$ cat src/rtl/vram_access_arbiter.sv
// Shares one single-port synchronous pixel RAM between display scan-out reads
// and a FIFO-buffered host write port; display reads always win.
module vram_access_arbiter #(
  parameter int ADDR_W       = 19,
  parameter int DATA_W       = 6,
  parameter int DEPTH        = 4,
  parameter int STARVE_LIMIT = 1024,
  localparam int PTR_W       = $clog2(DEPTH),
  localparam int LVL_W       = $clog2(DEPTH) + 1
) (
  input  logic              clk,
  input  logic              rst_n,
  input  logic              in_blank,
  input  logic              blank_only,
  input  logic              disp_req,
  input  logic [ADDR_W-1:0] disp_addr,
  output logic              disp_rvalid,
  output logic [DATA_W-1:0] disp_rdata,
  input  logic              wr_valid,
  output logic              wr_ready,
  input  logic [ADDR_W-1:0] wr_addr,
  input  logic [DATA_W-1:0] wr_data,
  output logic [LVL_W-1:0]  fifo_level,
  output logic              wr_starved,
  input  logic              starve_clr,
  output logic              ram_en,
  output logic              ram_we,
  output logic [ADDR_W-1:0] ram_addr,
  output logic [DATA_W-1:0] ram_wdata,
  input  logic [DATA_W-1:0] ram_rdata
);

  localparam int CNT_W = $clog2(STARVE_LIMIT + 1);

  logic [ADDR_W-1:0] fifo_addr [DEPTH];
  logic [DATA_W-1:0] fifo_data [DEPTH];
  logic [PTR_W-1:0]  wr_ptr;
  logic [PTR_W-1:0]  rd_ptr;
  logic [CNT_W-1:0]  starve_cnt;
  logic [CNT_W-1:0]  starve_cnt_next;
  logic              fifo_empty;
  logic              drain_ok;
  logic              push;
  logic              pop;
  logic              starve_set;

  // A full FIFO refuses writes even when it is popping the same cycle.
  assign wr_ready   = fifo_level < LVL_W'(DEPTH);
  assign fifo_empty = fifo_level == '0;
  assign drain_ok   = !blank_only || in_blank;
  assign push       = wr_valid && wr_ready;
  assign pop        = !disp_req && !fifo_empty && drain_ok;
  assign disp_rdata = ram_rdata;

  always_ff @(posedge clk) begin
    if (push) begin
      fifo_addr[wr_ptr] <= wr_addr;
      fifo_data[wr_ptr] <= wr_data;
    end
  end

  always_ff @(posedge clk) begin
    if (!rst_n) begin
      wr_ptr     <= '0;
      rd_ptr     <= '0;
      fifo_level <= '0;
    end else begin
      if (push) wr_ptr <= wr_ptr + PTR_W'(1);
      if (pop)  rd_ptr <= rd_ptr + PTR_W'(1);
      case ({push, pop})
        2'b10:   fifo_level <= fifo_level + LVL_W'(1);
        2'b01:   fifo_level <= fifo_level - LVL_W'(1);
        default: fifo_level <= fifo_level;
      endcase
    end
  end

  // Idle cycles keep the last address/data on the bus to avoid needless toggling.
  always_ff @(posedge clk) begin
    if (!rst_n) begin
      ram_en      <= 1'b0;
      ram_we      <= 1'b0;
      ram_addr    <= '0;
      ram_wdata   <= '0;
      disp_rvalid <= 1'b0;
    end else begin
      disp_rvalid <= ram_en && !ram_we;
      if (disp_req) begin
        ram_en   <= 1'b1;
        ram_we   <= 1'b0;
        ram_addr <= disp_addr;
      end else if (pop) begin
        ram_en    <= 1'b1;
        ram_we    <= 1'b1;
        ram_addr  <= fifo_addr[rd_ptr];
        ram_wdata <= fifo_data[rd_ptr];
      end else begin
        ram_en <= 1'b0;
        ram_we <= 1'b0;
      end
    end
  end

  always_comb begin
    starve_cnt_next = starve_cnt;
    if (pop || fifo_empty) begin
      starve_cnt_next = '0;
    end else if (starve_cnt != CNT_W'(STARVE_LIMIT)) begin
      starve_cnt_next = starve_cnt + CNT_W'(1);
    end
  end

  // Re-asserting while saturated lets an ongoing starvation override a clear.
  assign starve_set = starve_cnt_next == CNT_W'(STARVE_LIMIT);

  always_ff @(posedge clk) begin
    if (!rst_n) begin
      starve_cnt <= '0;
      wr_starved <= 1'b0;
    end else begin
      starve_cnt <= starve_cnt_next;
      if (starve_set) begin
        wr_starved <= 1'b1;
      end else if (starve_clr) begin
        wr_starved <= 1'b0;
      end
    end
  end

endmodule

$ cat config.mk
export PLATFORM = sky130hd
export DESIGN_NAME = vram_access_arbiter
export DESIGN_NICKNAME = d
export VERILOG_FILES = /design/src/rtl/vram_access_arbiter.sv
export SDC_FILE = /design/constraint.sdc
export NUM_CORES = 1
export LEC_CHECK = 0
export CAP_MARGIN = 0
export CORE_MARGIN = 4
export CORE_UTILIZATION = 30
export CTS_BUF_LIST = sky130_fd_sc_hd__clkbuf_2 sky130_fd_sc_hd__clkbuf_4 sky130_fd_sc_hd__clkbuf_8
export CTS_CLUSTER_DIAMETER = 50
export DETAILED_ROUTE_END_ITERATION = 10
export PLACE_DENSITY_LB_ADDON = 0.25
export SLEW_MARGIN = 20
export SYNTH_ARGS = -nofsm -noshare
export SYNTH_HDL_FRONTEND = slang
export SYNTH_SLANG_ARGS = --single-unit
export TNS_END_PERCENT = 50
$ cat constraint.sdc
create_clock -name clk -period 5.5 [get_ports clk]
set_input_delay 0.55 -clock clk [delete_from_list [all_inputs] [get_ports clk]]
set_output_delay 0.55 -clock clk [all_outputs]
set_load 0.005 [all_outputs]
-- Yosys cells after proc, flatten, opt, wreduce, memory -nomap -nowiden
Memory sizes are Yosys's and may differ from the RTL's. A register that Yosys moved wholly into a read port is not among the register bits.
Index checks and enable logic that the tools add are counted.
- equal/unequal tests: 4
- magnitude comparators: 1
- muxes and demuxes: 13
- add/subtract/negate cells: 5
- reduce and logical (&&, ||, !) cells: 17
- bitwise logic cells: 2
- operators by type and width (cell ; number):
    2-to-1 mux 19 bit ; 2
    2-to-1 mux 11 bit ; 2
    adder 11 x 1 -> 11 bit, second input constant ; 1
    equality test 11 bit, second input constant ; 1
    != test 11 bit, second input constant ; 1
    2-to-1 mux 1 bit ; 6
    one-hot mux 3 bit (2 select lines) ; 1
    nonzero test 2 bit ; 3
    zero test 1 bit ; 5
    adder 2 x 1 -> 2 bit, second input constant ; 2
    logical AND 1 bit ; 4
    2-to-1 mux 2 bit ; 2
    adder 3 x 1 -> 3 bit, second input constant ; 1
    zero test 3 bit ; 1
    less-than comparator 3 bit, second input constant ; 1
    subtractor 3 x 1 -> 3 bit, second input constant ; 1
    equality test 2 x 1 -> 1 bit, second input constant ; 1
    equality test 2 bit, second input constant ; 1
    logical OR 1 bit ; 2
    inverter 1 bit ; 2
    AND reduction 2 bit ; 1
    OR reduction 2 bit ; 1
- input port bits: 57
- output and inout port bits: 39
- bits in registers: 41
- memories kept: 2
- memory bits (writable): 100
- memory list (memory ; depth ; width ; rd ports ; clocked after memory_dff ; wr ports ; line ; source):
    fifo_addr ; 4 ; 19 ; 1 ; 1 ; 1 ; 35 ; logic [ADDR_W-1:0] fifo_addr [DEPTH];
    fifo_data ; 4 ; 6 ; 1 ; 1 ; 1 ; 36 ; logic [DATA_W-1:0] fifo_data [DEPTH];

-- Logic depth before layout (Yosys ltp)
Gate-level depths: netlist of the first run.
- depth after elaboration: 8
- depth in mapped cells: 9
- gate-level depth less buffers: 8

-- Worst setup path after synthesis of the first run
OpenSTA, ideal clock, no wires.
- kind: input to register
- start point: input disp_req
- end point: register fifo_level[2]
- buffers on the path: 2
- library setup time: 70 ps
- stages: 9
- required time: 5430 ps
- arrival time: 2422 ps
- slack: 3008 ps
- path through: clkbuf_1 -> a311oi_2 -> buf_2 -> ha_1 -> inv_1 -> fa_1 -> xor2_1 -> or3_1 -> a21boi_1
- word-level cells in the longest chain between the ends: 5
- elaborated cells between the ends (all ways): 7
- classes of those cells: eq/ne (2); mux (1); reduce/logical (4)
- RTL lines (element ; line ; source):
    start: declaration ; 15 ; input logic disp_req,
    zero test 1 bit (*) ; 52 ; assign pop = !disp_req && !fifo_empty && drain_ok;
    logical AND 1 bit (*) (2 in series) ; 52 ;
    via pop ; 44 ; logic pop;
    equality test 2 x 1 -> 1 bit or equality test 2 bit (tied branches) ; 70 ; case ({push, pop})
    one-hot mux 3 bit (2 select lines) or nonzero test 2 bit (tied branches) ; - ;
    end signal: assignment ; 71 ; 2'b10: fifo_level <= fifo_level + LVL_W'(1);
    end signal: assignment ; 72 ; 2'b01: fifo_level <= fifo_level - LVL_W'(1);
    end signal: assignment ; 73 ; default: fifo_level <= fifo_level;
    end: declaration ; 23 ; output logic [LVL_W-1:0] fifo_level,
Mark *: on every way through the listed nets, which the timed path passes. The rest lies on a longest branch.
A chain may end at the register's enable or synchronous reset.

-- Worst setup path in the final report of the first run
- start point: input blank_only
- end point: register fifo_level[2]
- word-level cells in the longest chain between the ends: 5
- elaborated cells between the ends (all ways): 7
- classes of those cells: eq/ne (2); mux (1); reduce/logical (4)
- RTL lines (element ; line ; source):
    start: declaration ; 14 ; input logic blank_only,
    zero test 1 bit (*) ; 50 ; assign drain_ok = !blank_only || in_blank;
    logical OR 1 bit (*) ; 50 ;
    logical AND 1 bit (*) ; 52 ;
    equality test 2 x 1 -> 1 bit or equality test 2 bit (tied branches) ; 70 ;
    one-hot mux 3 bit (2 select lines) or nonzero test 2 bit (tied branches) ; - ;
Every way passes the cells marked *; elsewhere a longest branch is shown, timed or not.

==> results of run 1 <==
[registers in the layout, summed over array words and instances, names as in the netlist, named ones only]
name / cells
starve_cnt: 11
ram_addr: 19
ram_we: 1
rd_ptr: 2
disp_rvalid: 1
wr_starved: 1
ram_en: 1
fifo_data: 24
ram_wdata: 6
fifo_addr: 76
wr_ptr: 2
fifo_level: 3
[area by class of cell]
type,count,area share
Tap cell,265,0.04446
Clock buffer,18,0.03238
Sequential cell,149,0.5342
Inverter,11,0.005537
Multi-Input combinational cell,214,0.2470
Clock inverter,14,0.01862
Timing Repair Buffer,90,0.1178
[worst reg2reg max path, cell delays in order, from the launching register on]
cell	delay, ps
dfxtp_1	430
inv_2	90
a311oi_4	240
buf_4	500
ha_1	300
inv_1	60
fa_1	380
xor2_1	160
or3_1	300
a21boi_1	140
[worst max path at each step]
| stage | to | slack [ps] |
|---|---|---|
| global placement | fifo_level[2]$_SDFFE_PN0P_ | 2290 |
| CTS | fifo_level[2]$_SDFFE_PN0P_ | 2680 |
| detailed placement | fifo_level[2]$_SDFFE_PN0P_ | 2200 |
| global route | fifo_level[2]$_SDFFE_PN0P_ | 2570 |
| floorplan | fifo_level[2]$_SDFFE_PN0P_ | 3010 |
| finish | fifo_level[2]$_SDFFE_PN0P_ | 2680 |
[per-stage QoR]
stage | instance area, µm² | total power, mW | hold WS [ps] | util
2_1_floorplan | 5995 | 1.829 | 412.7 | -
3_3_place_gp | 7077 | 2.060 | 422.7 | 0.3624
3_5_place_dp | 7077 | 2.075 | 416.3 | 0.3624
4_1_cts | 7457 | 2.886 | 440.2 | 0.3819
5_1_grt | 7457 | 3.000 | 446.0 | 0.3819
6_report | 7457 | 2.832 | 427.6 | 0.3819
[kinds of logic after synthesis]
| group | count (synthesis) | synth area share |
|---|---|---|
| flip-flops | 149 | 0.6646 |
| AND/OR/NAND/NOR | 102 | 0.09100 |
| multiplexers | 51 | 0.1375 |
| AO/OA/AOI/OAI | 42 | 0.04279 |
| buffers and inverters | 37 | 0.03005 |
| XOR/XNOR | 11 | 0.01607 |
| adder cells (fa/ha/maj) | 8 | 0.01795 |
[per-layer routing]
layer	vias up	share of wire	wire [µm]	global-route usage
li1	1640	-	-	-
met1	1699	0.45	5630	0.1492
met2	78	0.49	6174	0.2011
met3	7	0.052	652	0.03950
met4	0	0.0082	103	0.03021
met5	-	0	0	0
[power by group]
group	total [mW]	internal (mW)	switching, mW
sequential	1.40	1.33	0.0711
combinational	0.631	0.342	0.289
clock	0.803	0.374	0.429
[cells in the final DEF, fill, tap and decap left out, drive strengths merged, types with 9 or more instances in the layout]
cell type and count:
nor2b 9, edfxtp 100, dfxtp 49, nor2 12, o21ai 25, nand2 28, inv 16, and2 30
mux2i 25, mux4 25, clkdlybuf4s50 82, clkbuf 18
==> results.json, run 1 <==
{
  "pwr_density_cell_nw_per_um2": 379.7,
  "crit_slowest_cell": "buf_4",
  "synth-seq-cells": 149,
  "synth_most_common_cell": "edfxtp_1",
  "final.setup.tns_ps": 0,
  "clockBufferDepth": 2,
  "wl_per_cell_um": 16.50,
  "crit_path_end_kind": "flip-flop",
  "first_pass_iters": 4,
  "setup_violations": 0,
  "p_leak_nw": 2.422,
  "port_buffers": 83,
  "drive_above_1_share": 0.1472,
  "status": "completed",
  "cts_tree": "done",
  "reg2regPathDepth": 9,
  "hp-start": "ram_we$_SDFF_PP0_",
  "placeableCoreArea_um2": 19530,
  "drtIter0Drc": 127,
  "hold_viol": 0,
  "clk_pin_slew_ps": 80,
  "ys_seq_area_frac": 0.6646,
  "ys_warn_count": 0,
  "layoutNonFillerInstCount": 761,
  "min_path_type": "flip-flop to flip-flop",
  "synth_cell_types": 45,
  "synth_edf_count": 100,
  "path_cells": "clkdlybuf4s50_1 > nor2b_1 > a311oi_4 > buf_4 > ha_1 > inv_1 > fa_1 > xor2_1 > or3_1 > a21boi_1",
  "rrSetupSlack_ps": 2810,
  "start_kind": "input port",
  "slew_violations": 0,
  "peakVddDrop_mv": 0.1604,
  "cp_max_fo": 30,
  "fp.dieW_um": 149.4,
  "start_util": 0.3070,
  "grt_use_total": 0.1196,
  "io_pins": 96,
  "cts_setup_buffers": 0,
  "tightest_slew_ps": 1022,
  "cp.depth": 10,
  "post-route-period-util": 0.5121,
  "syn-cell-area_um2": 5994,
  "fmax_ghz": 0.3550,
  "dpl_worst_slack_ps": 2197,
  "yosysTopAreaCell": "edfxtp_1",
  "diodes": 0,
  "rsz0062_at_grt": "no",
  "critPathTopFamily": "buffers and inverters",
  "die-area_um2": 22310,
  "grt_pass1_wl_um": 20310,
  "clkSinkCount": 149,
  "drt_wl_total_um": 12560,
  "cp-startpoint": "blank_only",
  "clk_latency_ps": 450,
  "synthTopCellsByCount": "100 x edfxtp_1, 49 x dfxtp_1, 30 x and2_1, 28 x nand2_1",
  "finalCriticalPeriod_ps": 2817,
  "cpPeakStageDelay_ps": 500,
  "crit_buf_inv": 3,
  "fill_cells": 1900,
  "htreeDepth": 4,
  "synth_top_area_frac": 0.5009,
  "cts-root-buf": "clkbuf_8",
  "vias": 3424,
  "cts_buffers": 17,
  "multiInputGateArea_um2": 1842,
  "hold_end": "disp_rvalid$_SDFF_PN0_",
  "crit_type": "input port to flip-flop",
  "syn_nets": 465,
  "hold_depth": 1,
  "grt_antenna_before_repair": 0,
  "viasPerCell": 4.499,
  "dp_hpwl_um": 8203,
  "placed_cells": 729,
  "synth_cells": 400,
  "syn_avg_cell_area_um2": 14.99,
  "max_slew_margin": 0.3178,
  "required_ps": 5870,
  "maxCapViolCount": 0,
  "cts-resized-gates": 0,
  "grt_max_degree": 43,
  "ys.flop_type": "edfxtp_1",
  "antenna_left": 0,
  "worstReg2RegStart": "fifo_level[0]$_SDFFE_PN0P_",
  "drc": 0,
  "async_reset_ff_frac": 0,
  "rr_endpoint": "fifo_level[2]$_SDFFE_PN0P_",
  "skew_ps": 14.79,
  "grt_overflow": 0,
  "setup_ws_ps": 2683,
  "gp_congestion": 0.7495,
  "die_h_um": 149.4,
  "critPathArrivalTime_ps": 3190,
  "register_area_um2": 3984,
  "syn_to_final_growth_pct": 24.40,
  "grt_pass1_vias": 3762,
  "layout.nets": 548,
  "netlist_top_cells_area": "edfxtp_1 50%, dfxtp_1 16%, mux4_2 9.4%",
  "row_count": 51,
  "ctsHoldBuffers": 0
}
No activity file was read; power rests on OpenSTA's default activity.
==> inputs of run 2 (changes only) <==
clock period = 2.9 ns   (was 5.5 ns; I/O delays follow)
==> results.json, run 2 (synthesis results as in run 1) <==
{
  "rrSetupSlack_ps": 760,
  "drt_wl_total_um": 12920,
  "viasPerCell": 4.518,
  "final_common_cell": "edfxtp_1",
  "first_pass_iters": 4,
  "maxCapViolCount": 0,
  "crit_path_end_kind": "flip-flop",
  "max_slew_margin": 0.6327,
  "die-area_um2": 22310,
  "worstReg2RegStart": "fifo_level[0]$_SDFFE_PN0P_",
  "grt_use_total": 0.1214,
  "final_cell_mix": "100 x edfxtp_1, 82 x clkdlybuf4s50_1, 49 x dfxtp_1",
  "final.setup.tns_ps": 0,
  "wl_per_cell_um": 16.82,
  "p_leak_nw": 2.482,
  "cts_setup_buffers": 0,
  "hold_end": "disp_rvalid$_SDFF_PN0_",
  "clockBufferDepth": 2,
  "utilization": 0.3868,
  "port_buffers": 83,
  "grt_overflow": 0,
  "hold_depth": 1,
  "antenna_left": 0,
  "hp-start": "ram_we$_SDFF_PP0_",
  "path_cells": "inv_2 > a311oi_4 > ha_1 > inv_1 > fa_1 > xor2_1 > or3_1 > a21boi_1",
  "clk_latency_ps": 430,
  "status": "completed",
  "largest_reg_flops": 76,
  "setup_violations": 0,
  "drtIter0Drc": 118,
  "grt_antenna_before_repair": 0,
  "hold_viol": 0,
  "drc": 0,
  "clkSinkCount": 149,
  "grt_pass1_wl_um": 20300,
  "cts-resized-gates": 0,
  "crit_slowest_cell": "dfxtp_1",
  "fmax_ghz": 0.4679,
  "grt_pass1_vias": 3697,
  "finalCriticalPeriod_ps": 2137,
  "layout.nets": 555,
  "start_util": 0.3070,
  "skew_ps": 14.17,
  "clk_pin_slew_ps": 80,
  "reg2regPathDepth": 8,
  "top_register": "fifo_addr",
  "cp_max_fo": 4,
  "fin_area_um2": 7552,
  "row_count": 51,
  "peakVddDrop_mv": 0.2590,
  "cts_tree": "done",
  "place_area_um2": 7142,
  "pwr_density_cell_nw_per_um2": 731.0,
  "cts_buffers": 17,
  "cpPeakStageDelay_ps": 420,
  "drive_above_1_share": 0.1590,
  "largestRegisters": "fifo_addr (76), fifo_data (24), ram_addr (19)",
  "dp_hpwl_um": 8566,
  "rr_endpoint": "fifo_level[2]$_SDFFE_PN0P_",
  "ctsHoldBuffers": 0,
  "rsz0062_at_grt": "no",
  "fill_cells": 1881,
  "critPathArrivalTime_ps": 2500,
  "vias": 3470,
  "gp_congestion": 0.7571,
  "syn_to_final_growth_pct": 25.99,
  "post-route-period-util": 0.7370,
  "htreeDepth": 4,
  "crit_type": "flip-flop to flip-flop",
  "start_kind": "flip-flop",
  "cts-root-buf": "clkbuf_8",
  "placeableCoreArea_um2": 19530,
  "slew_violations": 0,
  "io_pins": 96,
  "fp.dieW_um": 149.4,
  "diodes": 0,
  "grt_max_degree": 42,
  "min_path_type": "flip-flop to flip-flop",
  "required_ps": 3270,
  "tightest_slew_ps": 551.0,
  "die_h_um": 149.4
}
[run 2: cell count changes in the layout (fill, tap and decap cells not counted), sizes merged]
cell,before,now
clkbuf,18,19
clkinv,6,8
bufinv,1,3
buf,8,15
inv,16,12
clkinvlp,2,1
[run 2: per-layer routing]
metal,GRT usage,up-vias,share of wire
met5,0,-,0
met4,0.03844,0,0.011
met3,0.04284,14,0.068
met2,0.1984,93,0.49
met1,0.1515,1710,0.44
li1,-,1653,-
[run 2: how the worst max path moves through the flow]
stage / startpoint / to / depth (start not counted) / slack [ps]
2_1_floorplan: fifo_level[1]$_SDFFE_PN0P_ / fifo_level[2]$_SDFFE_PN0P_ / 9 / 660
3_3_place_gp: blank_only / fifo_level[2]$_SDFFE_PN0P_ / 9 / 510
3_5_place_dp: blank_only / fifo_level[2]$_SDFFE_PN0P_ / 9 / 420
4_1_cts: fifo_level[0]$_SDFFE_PN0P_ / fifo_level[2]$_SDFFE_PN0P_ / 8 / 750
5_1_grt: fifo_level[0]$_SDFFE_PN0P_ / fifo_level[2]$_SDFFE_PN0P_ / 8 / 650
6_report: fifo_level[0]$_SDFFE_PN0P_ / fifo_level[2]$_SDFFE_PN0P_ / 8 / 760
[run 2: metrics by stage]
stage / hold WS, ps / total power [mW] / cells / setup WS, ps
2_1_floorplan: 388.9 / 3.468 / 400 / 663.3
3_3_place_gp: 404.7 / 3.939 / 736 / 514.7
3_5_place_dp: 415.1 / 3.975 / 736 / 424.2
4_1_cts: 441.8 / 5.636 / 768 / 749.4
5_1_grt: 460.9 / 5.832 / 768 / 649.8
6_report: 440.5 / 5.520 / 768 / 762.7
[run 2: worst max-delay path: cells and delay by family, from the launching register on]
kind | cells | cell delay (ps)
and+or+nand+nor | 1 | 300
buffers and inverters | 2 | 160
AOI/OAI and AO/OA | 2 | 430
adders and majority gates | 2 | 610
DFF | 1 | 420
xor gates and xnor gates | 1 | 160
[run 2: area by class of cell]
type                            instances  area (µm²)  area share
Sequential cell                       149        3984      0.5275
Multi-Input combinational cell        214        1842      0.2439
Timing Repair Buffer                   97       943.4      0.1249
Tap cell                              265       331.6     0.04390
Clock buffer                           19       255.2     0.03380
Clock inverter                         13       155.1     0.02054
Inverter                               11       41.29    0.005467
[run 2: where the power goes]
part / total [mW] / internal [mW] / leakage (nW) / switching (mW)
combinational: 1.25 / 0.667 / 0.951 / 0.584
clock: 1.64 / 0.881 / 0.213 / 0.756
sequential: 2.63 / 2.52 / 1.32 / 0.116
total: 5.52 / 4.06 / 2.48 / 1.46
